<file path="config.mk">
export PLATFORM = sky130hd
export DESIGN_NAME = position_scanner_flat
export DESIGN_NICKNAME = d
export VERILOG_FILES = /design/src/rtl/position_scanner_pkg.sv /design/src/rtl/position_scanner_if.sv /design/src/rtl/position_scanner_bounds_check.sv /design/src/rtl/position_scanner.sv /design/src/flat_wrapper.sv
export SDC_FILE = /design/constraint.sdc
export NUM_CORES = 1
export LEC_CHECK = 0
export ABC_AREA = 1
export BUFFER_PORTS_ARGS = -buffer_cell sky130_fd_sc_hd__buf_2
export CORE_MARGIN = 1.5
export CORE_UTILIZATION = 51
export CTS_CLUSTER_SIZE = 20
export DETAILED_ROUTE_END_ITERATION = 7
export PLACE_DENSITY = 0.86
export SYNTH_ARGS = -nofsm -noshare
export SYNTH_HDL_FRONTEND = slang
export SYNTH_SLANG_ARGS = --single-unit
</file>
<file path="constraint.sdc">
create_clock -name CLOCK_50 -period 3.02 [get_ports CLOCK_50]
set_input_delay 0.453 -clock CLOCK_50 [delete_from_list [all_inputs] [get_ports CLOCK_50]]
set_output_delay 0.453 -clock CLOCK_50 [all_outputs]
set_load 0.1 [all_outputs]
</file>
<file path="src/rtl/position_scanner_pkg.sv">
// Shared widths, state encoding and constants for the sprite position scanner
// and anything else that consumes the position table.
package pos_pkg;
  localparam int ADDR_W  = 2;
  localparam int ID_W    = 2;
  localparam int COORD_W = 9;

  localparam logic [ID_W-1:0] ID_INACTIVE = 2'd0;

  typedef enum logic [2:0] {
    IDLE,
    FETCH,
    WAIT_DATA,
    LOAD,
    WAIT_DONE,
    NEXT
  } scan_state_t;
endpackage

</file>
<file path="src/rtl/position_scanner_if.sv">
// Table read port plus position-buffer load/ack bundle; master is the scanner.
interface position_scanner_if;
  logic                        RD_EN;
  logic [pos_pkg::ADDR_W-1:0]  RD_ADDR;
  logic [pos_pkg::ID_W-1:0]    RD_ID_CODE;
  logic [pos_pkg::COORD_W-1:0] RD_X;
  logic [pos_pkg::COORD_W-1:0] RD_Y;
  logic                        BUFFER_LOAD;
  logic [pos_pkg::ADDR_W-1:0]  ADDR_OUT;
  logic [pos_pkg::ID_W-1:0]    ID_CODE_OUT;
  logic [pos_pkg::COORD_W-1:0] X_OUT;
  logic [pos_pkg::COORD_W-1:0] Y_OUT;
  logic                        DRAW_DONE;

  modport master (
    output RD_EN, RD_ADDR,
    input  RD_ID_CODE, RD_X, RD_Y,
    output BUFFER_LOAD, ADDR_OUT, ID_CODE_OUT, X_OUT, Y_OUT,
    input  DRAW_DONE
  );

  modport slave (
    input  RD_EN, RD_ADDR,
    output RD_ID_CODE, RD_X, RD_Y,
    input  BUFFER_LOAD, ADDR_OUT, ID_CODE_OUT, X_OUT, Y_OUT,
    output DRAW_DONE
  );
endinterface

</file>
<file path="src/rtl/position_scanner_bounds_check.sv">
// Combinational sprite visibility test: active ID and on-screen coordinates.
module position_bounds_check
  import pos_pkg::*;
#(
  parameter int SCREEN_W = 320,
  parameter int SCREEN_H = 240
) (
  input  logic [ID_W-1:0]    id,
  input  logic [COORD_W-1:0] x,
  input  logic [COORD_W-1:0] y,
  output logic               valid
);
  localparam logic [COORD_W-1:0] X_LIM = COORD_W'(SCREEN_W);
  localparam logic [COORD_W-1:0] Y_LIM = COORD_W'(SCREEN_H);

  assign valid = (id != ID_INACTIVE) && (x < X_LIM) && (y < Y_LIM);
endmodule

</file>
<file path="src/rtl/position_scanner.sv">
// Per-frame walk of the sprite position table, handing each visible entry to
// the position buffer and waiting for the renderer before the next one.
module position_scanner
  import pos_pkg::*;
#(
  parameter int NUM_ENTRIES = 4,
  parameter int SCREEN_W    = 320,
  parameter int SCREEN_H    = 240
) (
  input  logic                CLOCK_50,
  input  logic                RESET,
  input  logic                FRAME_START,
  position_scanner_if.master  bus,
  output logic                BUSY,
  output logic                FRAME_DONE,
  output logic                FRAME_OVERRUN
);
  localparam logic [ADDR_W-1:0] LAST_IDX = ADDR_W'(NUM_ENTRIES - 1);

  scan_state_t        state, nxt;
  logic [ADDR_W-1:0]  idx;
  logic [ADDR_W-1:0]  addr_q;
  logic [ID_W-1:0]    id_q;
  logic [COORD_W-1:0] x_q, y_q;
  logic               ovr_q;
  logic               ent_valid;

  position_bounds_check #(
    .SCREEN_W(SCREEN_W),
    .SCREEN_H(SCREEN_H)
  ) u_bounds (
    .id    (bus.RD_ID_CODE),
    .x     (bus.RD_X),
    .y     (bus.RD_Y),
    .valid (ent_valid)
  );

  always_ff @(posedge CLOCK_50) begin
    if (RESET) state <= IDLE;
    else       state <= nxt;
  end

  always_comb begin
    nxt = state;
    case (state)
      IDLE:      if (FRAME_START) nxt = FETCH;
      FETCH:     nxt = WAIT_DATA;
      WAIT_DATA: nxt = ent_valid ? LOAD : NEXT;
      LOAD:      nxt = WAIT_DONE;
      WAIT_DONE: if (bus.DRAW_DONE) nxt = NEXT;
      NEXT:      nxt = (idx == LAST_IDX) ? IDLE : FETCH;
      default:   nxt = IDLE;
    endcase
  end

  // Output data registers only move on a valid capture, so the buffer side
  // keeps seeing the last loaded sprite through skips and idle time.
  always_ff @(posedge CLOCK_50) begin
    if (RESET) begin
      idx    <= '0;
      addr_q <= '0;
      id_q   <= '0;
      x_q    <= '0;
      y_q    <= '0;
      ovr_q  <= 1'b0;
    end else begin
      ovr_q <= FRAME_START && (state != IDLE);
      if (state == IDLE && FRAME_START) idx <= '0;
      if (state == NEXT && idx != LAST_IDX) idx <= idx + ADDR_W'(1);
      if (state == WAIT_DATA && ent_valid) begin
        addr_q <= idx;
        id_q   <= bus.RD_ID_CODE;
        x_q    <= bus.RD_X;
        y_q    <= bus.RD_Y;
      end
    end
  end

  always_comb begin
    bus.RD_EN       = (state == FETCH);
    bus.RD_ADDR     = (state == FETCH) ? idx : '0;
    bus.BUFFER_LOAD = (state == LOAD);
    BUSY            = (state != IDLE);
    FRAME_DONE      = (state == NEXT) && (idx == LAST_IDX);
  end

  assign bus.ADDR_OUT    = addr_q;
  assign bus.ID_CODE_OUT = id_q;
  assign bus.X_OUT       = x_q;
  assign bus.Y_OUT       = y_q;
  assign FRAME_OVERRUN   = ovr_q;
endmodule

</file>
<file path="src/flat_wrapper.sv">
// flat-port wrapper written by rule: the top's interface ports become plain ports
module position_scanner_flat import pos_pkg::*;
#(
  parameter int NUM_ENTRIES = 4,
  parameter int SCREEN_W    = 320,
  parameter int SCREEN_H    = 240
)
  (CLOCK_50, RESET, FRAME_START, BUSY, FRAME_DONE, FRAME_OVERRUN, bus_RD_EN, bus_RD_ADDR, bus_RD_ID_CODE, bus_RD_X, bus_RD_Y, bus_BUFFER_LOAD, bus_ADDR_OUT, bus_ID_CODE_OUT, bus_X_OUT, bus_Y_OUT, bus_DRAW_DONE);
  position_scanner_if bus_i ();
  input  logic CLOCK_50;
  input  logic RESET;
  input  logic FRAME_START;
  output logic BUSY;
  output logic FRAME_DONE;
  output logic FRAME_OVERRUN;
  output wire logic [$bits(bus_i.RD_EN)-1:0] bus_RD_EN;
  output wire logic [$bits(bus_i.RD_ADDR)-1:0] bus_RD_ADDR;
  input wire logic [$bits(bus_i.RD_ID_CODE)-1:0] bus_RD_ID_CODE;
  input wire logic [$bits(bus_i.RD_X)-1:0] bus_RD_X;
  input wire logic [$bits(bus_i.RD_Y)-1:0] bus_RD_Y;
  output wire logic [$bits(bus_i.BUFFER_LOAD)-1:0] bus_BUFFER_LOAD;
  output wire logic [$bits(bus_i.ADDR_OUT)-1:0] bus_ADDR_OUT;
  output wire logic [$bits(bus_i.ID_CODE_OUT)-1:0] bus_ID_CODE_OUT;
  output wire logic [$bits(bus_i.X_OUT)-1:0] bus_X_OUT;
  output wire logic [$bits(bus_i.Y_OUT)-1:0] bus_Y_OUT;
  input wire logic [$bits(bus_i.DRAW_DONE)-1:0] bus_DRAW_DONE;
  assign bus_RD_EN = bus_i.RD_EN;
  assign bus_RD_ADDR = bus_i.RD_ADDR;
  assign bus_i.RD_ID_CODE = bus_RD_ID_CODE;
  assign bus_i.RD_X = bus_RD_X;
  assign bus_i.RD_Y = bus_RD_Y;
  assign bus_BUFFER_LOAD = bus_i.BUFFER_LOAD;
  assign bus_ADDR_OUT = bus_i.ADDR_OUT;
  assign bus_ID_CODE_OUT = bus_i.ID_CODE_OUT;
  assign bus_X_OUT = bus_i.X_OUT;
  assign bus_Y_OUT = bus_i.Y_OUT;
  assign bus_i.DRAW_DONE = bus_DRAW_DONE;
  position_scanner #(.NUM_ENTRIES(NUM_ENTRIES), .SCREEN_W(SCREEN_W), .SCREEN_H(SCREEN_H)) u_core (.CLOCK_50(CLOCK_50), .RESET(RESET), .FRAME_START(FRAME_START), .bus(bus_i), .BUSY(BUSY), .FRAME_DONE(FRAME_DONE), .FRAME_OVERRUN(FRAME_OVERRUN));
endmodule
</file>
## After elaboration in Yosys (flattened, before gate mapping)

Cells that the tools add are included.

| cells by class | value |
|---|---|
| reductions and logical operators | 12 |
| equal/unequal tests | 9 |
| muxes and demuxes | 8 |
| add/sub/neg operators | 1 |
| order comparisons | 2 |

Operators with widths:

| cell | number |
|---|---|
| one-hot mux 3 bit (6 select lines) | 1 |
| < comparator 9 x 8 -> 1 bit (second input constant) | 1 |
| < comparator 9 bit (second input constant) | 1 |
| 2-to-1 mux 3 bit | 3 |
| logical AND 1 bit | 7 |
| equality test 3 x 2 -> 1 bit (second input constant) | 2 |
| equality test 3 bit (second input constant) | 2 |
| 2-to-1 mux 2 bit | 3 |
| inequality test 2 bit (second input constant) | 3 |
| nonzero test 2 bit | 2 |
| equality test 3 x 1 -> 1 bit (second input constant) | 1 |
| zero test 3 bit | 1 |
| nonzero test 3 bit | 1 |
| adder 2 x 1 -> 2 bit (second input constant) | 1 |
| equality test 2 bit (second input constant) | 1 |
| AND reduction 2 bit | 1 |
| 2-to-1 mux 1 bit | 1 |

| storage, ports and cells | value |
|---|---|
| logic and storage cells | 39 |
| output and inout port bits | 29 |
| input port bits | 24 |
| register bits | 28 |

## Logic depth before layout (Yosys ltp)

| logic depth | value |
|---|---|
| depth after elaboration | 5 |
| mapped depth | 8 |

## Modules after synthesis

A second synthesis with hierarchy kept.

| unflattened totals | value |
|---|---|
| cell total of the unflattened synthesis | 154 |
| area, all modules | 1187.4 um^2 |

By module, submodules not included:

| module | area an instance (um^2) | cells an instance | instances | sequential area each (um^2) |
|---|---|---|---|---|
| position_scanner | 1156.1 | 146 | 1 | 560.5 |
| position_bounds_check | 31.3 | 8 | 1 | 0.0 |

## Least setup slack after synthesis

Ideal clock, no wire load.

| timing path | value |
|---|---|
| path kind | reg2out |
| start point | register u_core.state[0] |
| end point | output port bus_RD_ADDR[0] |
| slack | -1602 ps |
| required time | 2567 ps |
| data arrival time | 4169 ps |
| cell stages (with the launch flop) | 5 |
| cell sequence | dfxtp_1 > inv_1 > nor3_1 > inv_1 > nor2_1 |

| on the way | value |
|---|---|
| longest elaborated chain between the ends | 2 |

RTL lines:

| element | line | RTL |
|---|---|---|
| start: declaration | position_scanner.sv:20 | `scan_state_t state, nxt;` |
| start signal: assignment | position_scanner.sv:40 | `else state <= nxt;` |
| equality test 3 x 1 -> 1 bit | - |  |
| net bus_RD_EN | flat_wrapper.sv:16 | `output wire logic [$bits(bus_i.RD_EN)-1:0] bus_RD_EN;` |
| 2-to-1 mux 2 bit | position_scanner.sv:81 | `bus.RD_ADDR = (state == FETCH) ? idx : '0;` |
| end: declaration | flat_wrapper.sv:17 | `output wire logic [$bits(bus_i.RD_ADDR)-1:0] bus_RD_ADDR;` |

The timed path passes the listed nets, and every way through them passes these cells.

## Worst setup path after layout

| timing path | value |
|---|---|
| start point | register u_core.state[0] |
| end point | output port bus_RD_ADDR[0] |

| on the way | value |
|---|---|
| longest elaborated chain between the ends | 2 |

RTL lines:

| element | line |
|---|---|
| equality test 3 x 1 -> 1 bit | position_scanner.sv:81 |
| 2-to-1 mux 2 bit | position_scanner.sv:81 |

No other way between the ends.

==> flow_summary.json <==
{
  "hp-class": "in -> reg",
  "design.core.area_mm2": 0.002455,
  "grt.total_usage": 0.2233,
  "wl_per_cell_um": 10.58,
  "netlist_instances": 199,
  "swShare": 0.3624,
  "routed-via-count": 1375,
  "critPathCaptureType": "output pin",
  "path_common_cell": "inv_1",
  "place.gp.congestion": 0.7456,
  "ys_seq_elements": 28,
  "worstSetupPathType": "reg -> out",
  "vias_per_cell": 4.946,
  "finalCritPeriodShare": 0.7058,
  "grt_antenna_before_repair": 0,
  "synth_largest_area_cell": "dfxtp_1",
  "hold_depth": 2,
  "start_util": 0.5372,
  "outcome": "finished, final reports clean",
  "dr.pass1.iters": 4,
  "p_int_uw": 573.6,
  "grt_pass1_vias": 1171,
  "post_cts_resized": 0,
  "syn_avg_cell_area_um2": 6.627,
  "port_buffers": 52,
  "clk_path_buf_depth": 2,
  "synth_nets": 224,
  "final_common_cell": "nor2_1",
  "drtAntennaViolNets": 0,
  "place_inst": 274,
  "cts_root_buf": "clkbuf_4",
  "cp_slowest_cell": "dfxtp_1",
  "grt_max_degree": 25,
  "slowest_delay_ns": 0.47,
  "worstPathCellList": "inv_1, nor3_4, inv_1, nor2_2, buf_2",
  "synth_cell_types": 20,
  "leakagePower_nw": 0.8930,
  "drive_above_1_share": 0.2702,
  "required_ns": 2.57,
  "comb_power_share": 0.283,
  "fmax_mhz": 469.1,
  "fill_cells": 251,
  "synthTopCellsByArea": "dfxtp_1 (43%), nor2_1 (16%), nand4_1 (10%)",
  "worstSetupStartpointType": "flip-flop",
  "fin_skew_ns": 0.007163,
  "seq_power_share": 0.445,
  "syn-cell-area_mm2": 0.001319,
  "clk_pin_slew_ns": 0.15,
  "die-area_mm2": 0.002900,
  "finalSetupViolCount": 0,
  "diodes": 0,
  "h-tree-depth": 1,
  "power_density_mw_per_mm2": 541.8,
  "hold_buffers": 0,
  "design_area_mm2": 0.001660,
  "p_total_uw": 899.6,
  "drt_iter0_markers": 16,
  "drc": 0,
  "hold_viol_final": 0,
  "worst_ir_drop_vdd_v": 0.0004371,
  "drv_slew": 0,
  "ys_seq_area_frac": 0.4250,
  "cts_setup_buffers": 0,
  "cts_tree": "built",
  "reg2reg_depth": 6,
  "grt-ovfl-total": 0,
  "cp.arrival_ns": 1.68,
  "mostFrequentLayoutCells": "nor2_1 (54), buf_2 (52), inv_1 (32)",
  "clkPwrFrac": 0.272,
  "die_h_um": 53.85,
  "yosysWarnings": 0,
  "nets": 274,
  "fin_setup_tns_ns": 0,
  "grt_pass1_wl_mm": 4.836,
  "period_needed_ns": 2.132,
  "cts_buffers": 3,
  "dpl-instance-area_mm2": 0.001608,
  "synth_top_area_frac": 0.4250,
  "seqCellArea_um2": 560.5,
  "die_w_um": 53.85,
  "io_pins": 53,
  "power_switching_uw": 326.0,
  "slew_headroom": 0.5377,
  "num_rows": 18,
  "drt-total-wl_mm": 2.941,
  "clock-sinks": 28,
  "stdcell_count": 278,
  "tightest_slew_ns": 0.6927,
  "final_util": 0.6764,
  "area_delta_synth_final_pct": 25.90,
  "drv_cap": 0,
  "critPathMaxFanout": 5,
  "hpwl_mm": 2.109,
  "multiInputGateArea_um2": 599.3,
  "rsz0062_at_grt": "no",
  "clock_latency_ns": 0.33
}
## power groups by stage
| stage | logic, mW | registers (mW) | clock network (mW) |
|---|---|---|---|
| after CTS | 0.255 | 0.400 | 0.254 |
| after detailed placement | 0.254 | 0.408 | 0 |
| after floorplan | 0.137 | 0.477 | 0 |
| final | 0.254 | 0.400 | 0.245 |
| after global placement | 0.252 | 0.407 | 0 |
| after global routing | 0.274 | 0.403 | 0.264 |
## metrics by stage
stage               setup WS (ns)  hold slack (ns)
floorplan                  0.2423           0.4473
global placement            1.316           0.4324
detailed placement          1.269           0.4356
CTS                        0.8652           0.3251
global route               0.7526           0.3271
finish                     0.8884           0.3480
## sequential cells by signal, summed over array words and instances (netlist names)
register	flops
u_core.state	3
u_core.bus.ID_CODE_OUT	2
u_core.bus.X_OUT	9
u_core.FRAME_OVERRUN	1
u_core.idx	2
u_core.bus.Y_OUT	9
u_core.bus.ADDR_OUT	2
## per-layer routing
layer,up-vias,global-route usage,share of wire
met1,607,0.2840,0.44
met5,-,0,0
li1,719,-,-
met2,47,0.3821,0.47
met4,0,0.06838,0.0031
met3,2,0.03889,0.080
## worst paths after layout
check	from	end	slack [ns]
max	u_core.state[0]$_SDFFE_PP0P_	bus_RD_ADDR[0]	0.89
min	RESET	u_core.idx[1]$_SDFFE_PP0P_	0.35
max reg2reg	u_core.state[1]$_SDFFE_PP0P_	u_core.bus.ID_CODE_OUT[0]$_SDFFE_PP0P_	1.53
min reg2reg	u_core.bus.Y_OUT[8]$_SDFFE_PP0P_	u_core.bus.Y_OUT[8]$_SDFFE_PP0P_	0.45
## critical path, delay by kind of cell, from the launching register on
family | cells | cell delay [ns]
buf+inv | 3 | 0.66
flops | 1 | 0.47
simple gates | 2 | 0.23
## final cells by class
type | instances | area share
Tap cell | 30 | 0.02261
Multi-Input combinational cell | 127 | 0.3610
Sequential cell | 28 | 0.3376
Clock buffer | 3 | 0.01356
Clock inverter | 1 | 0.01809
Inverter | 34 | 0.07686
Timing Repair Buffer | 55 | 0.1703
## kinds of logic (layout without fill, tap and decap cells)
| kind of cell | Yosys count | count (layout) | share of synthesized area |
|---|---|---|---|
| buffers and inverters | 44 | 93 | 0.1328 |
| AND/OR/NAND/NOR | 120 | 120 | 0.4080 |
| AO/OA/AOI/OAI | 6 | 6 | 0.02466 |
| flip-flops | 28 | 28 | 0.4250 |
| adder cells (fa/ha/maj) | 1 | 1 | 0.009486 |
## cell usage after synthesis (all sizes together)
master   n
nor2    57
inv     34
nand2   31
dfxtp   28
nand4   22
buf      6
nand3    5
clkbuf   4
nor3     4
a21oi    3
o21ai    2
ha       1
o21bai   1
or2      1
(Power assumes the default switching activity.)
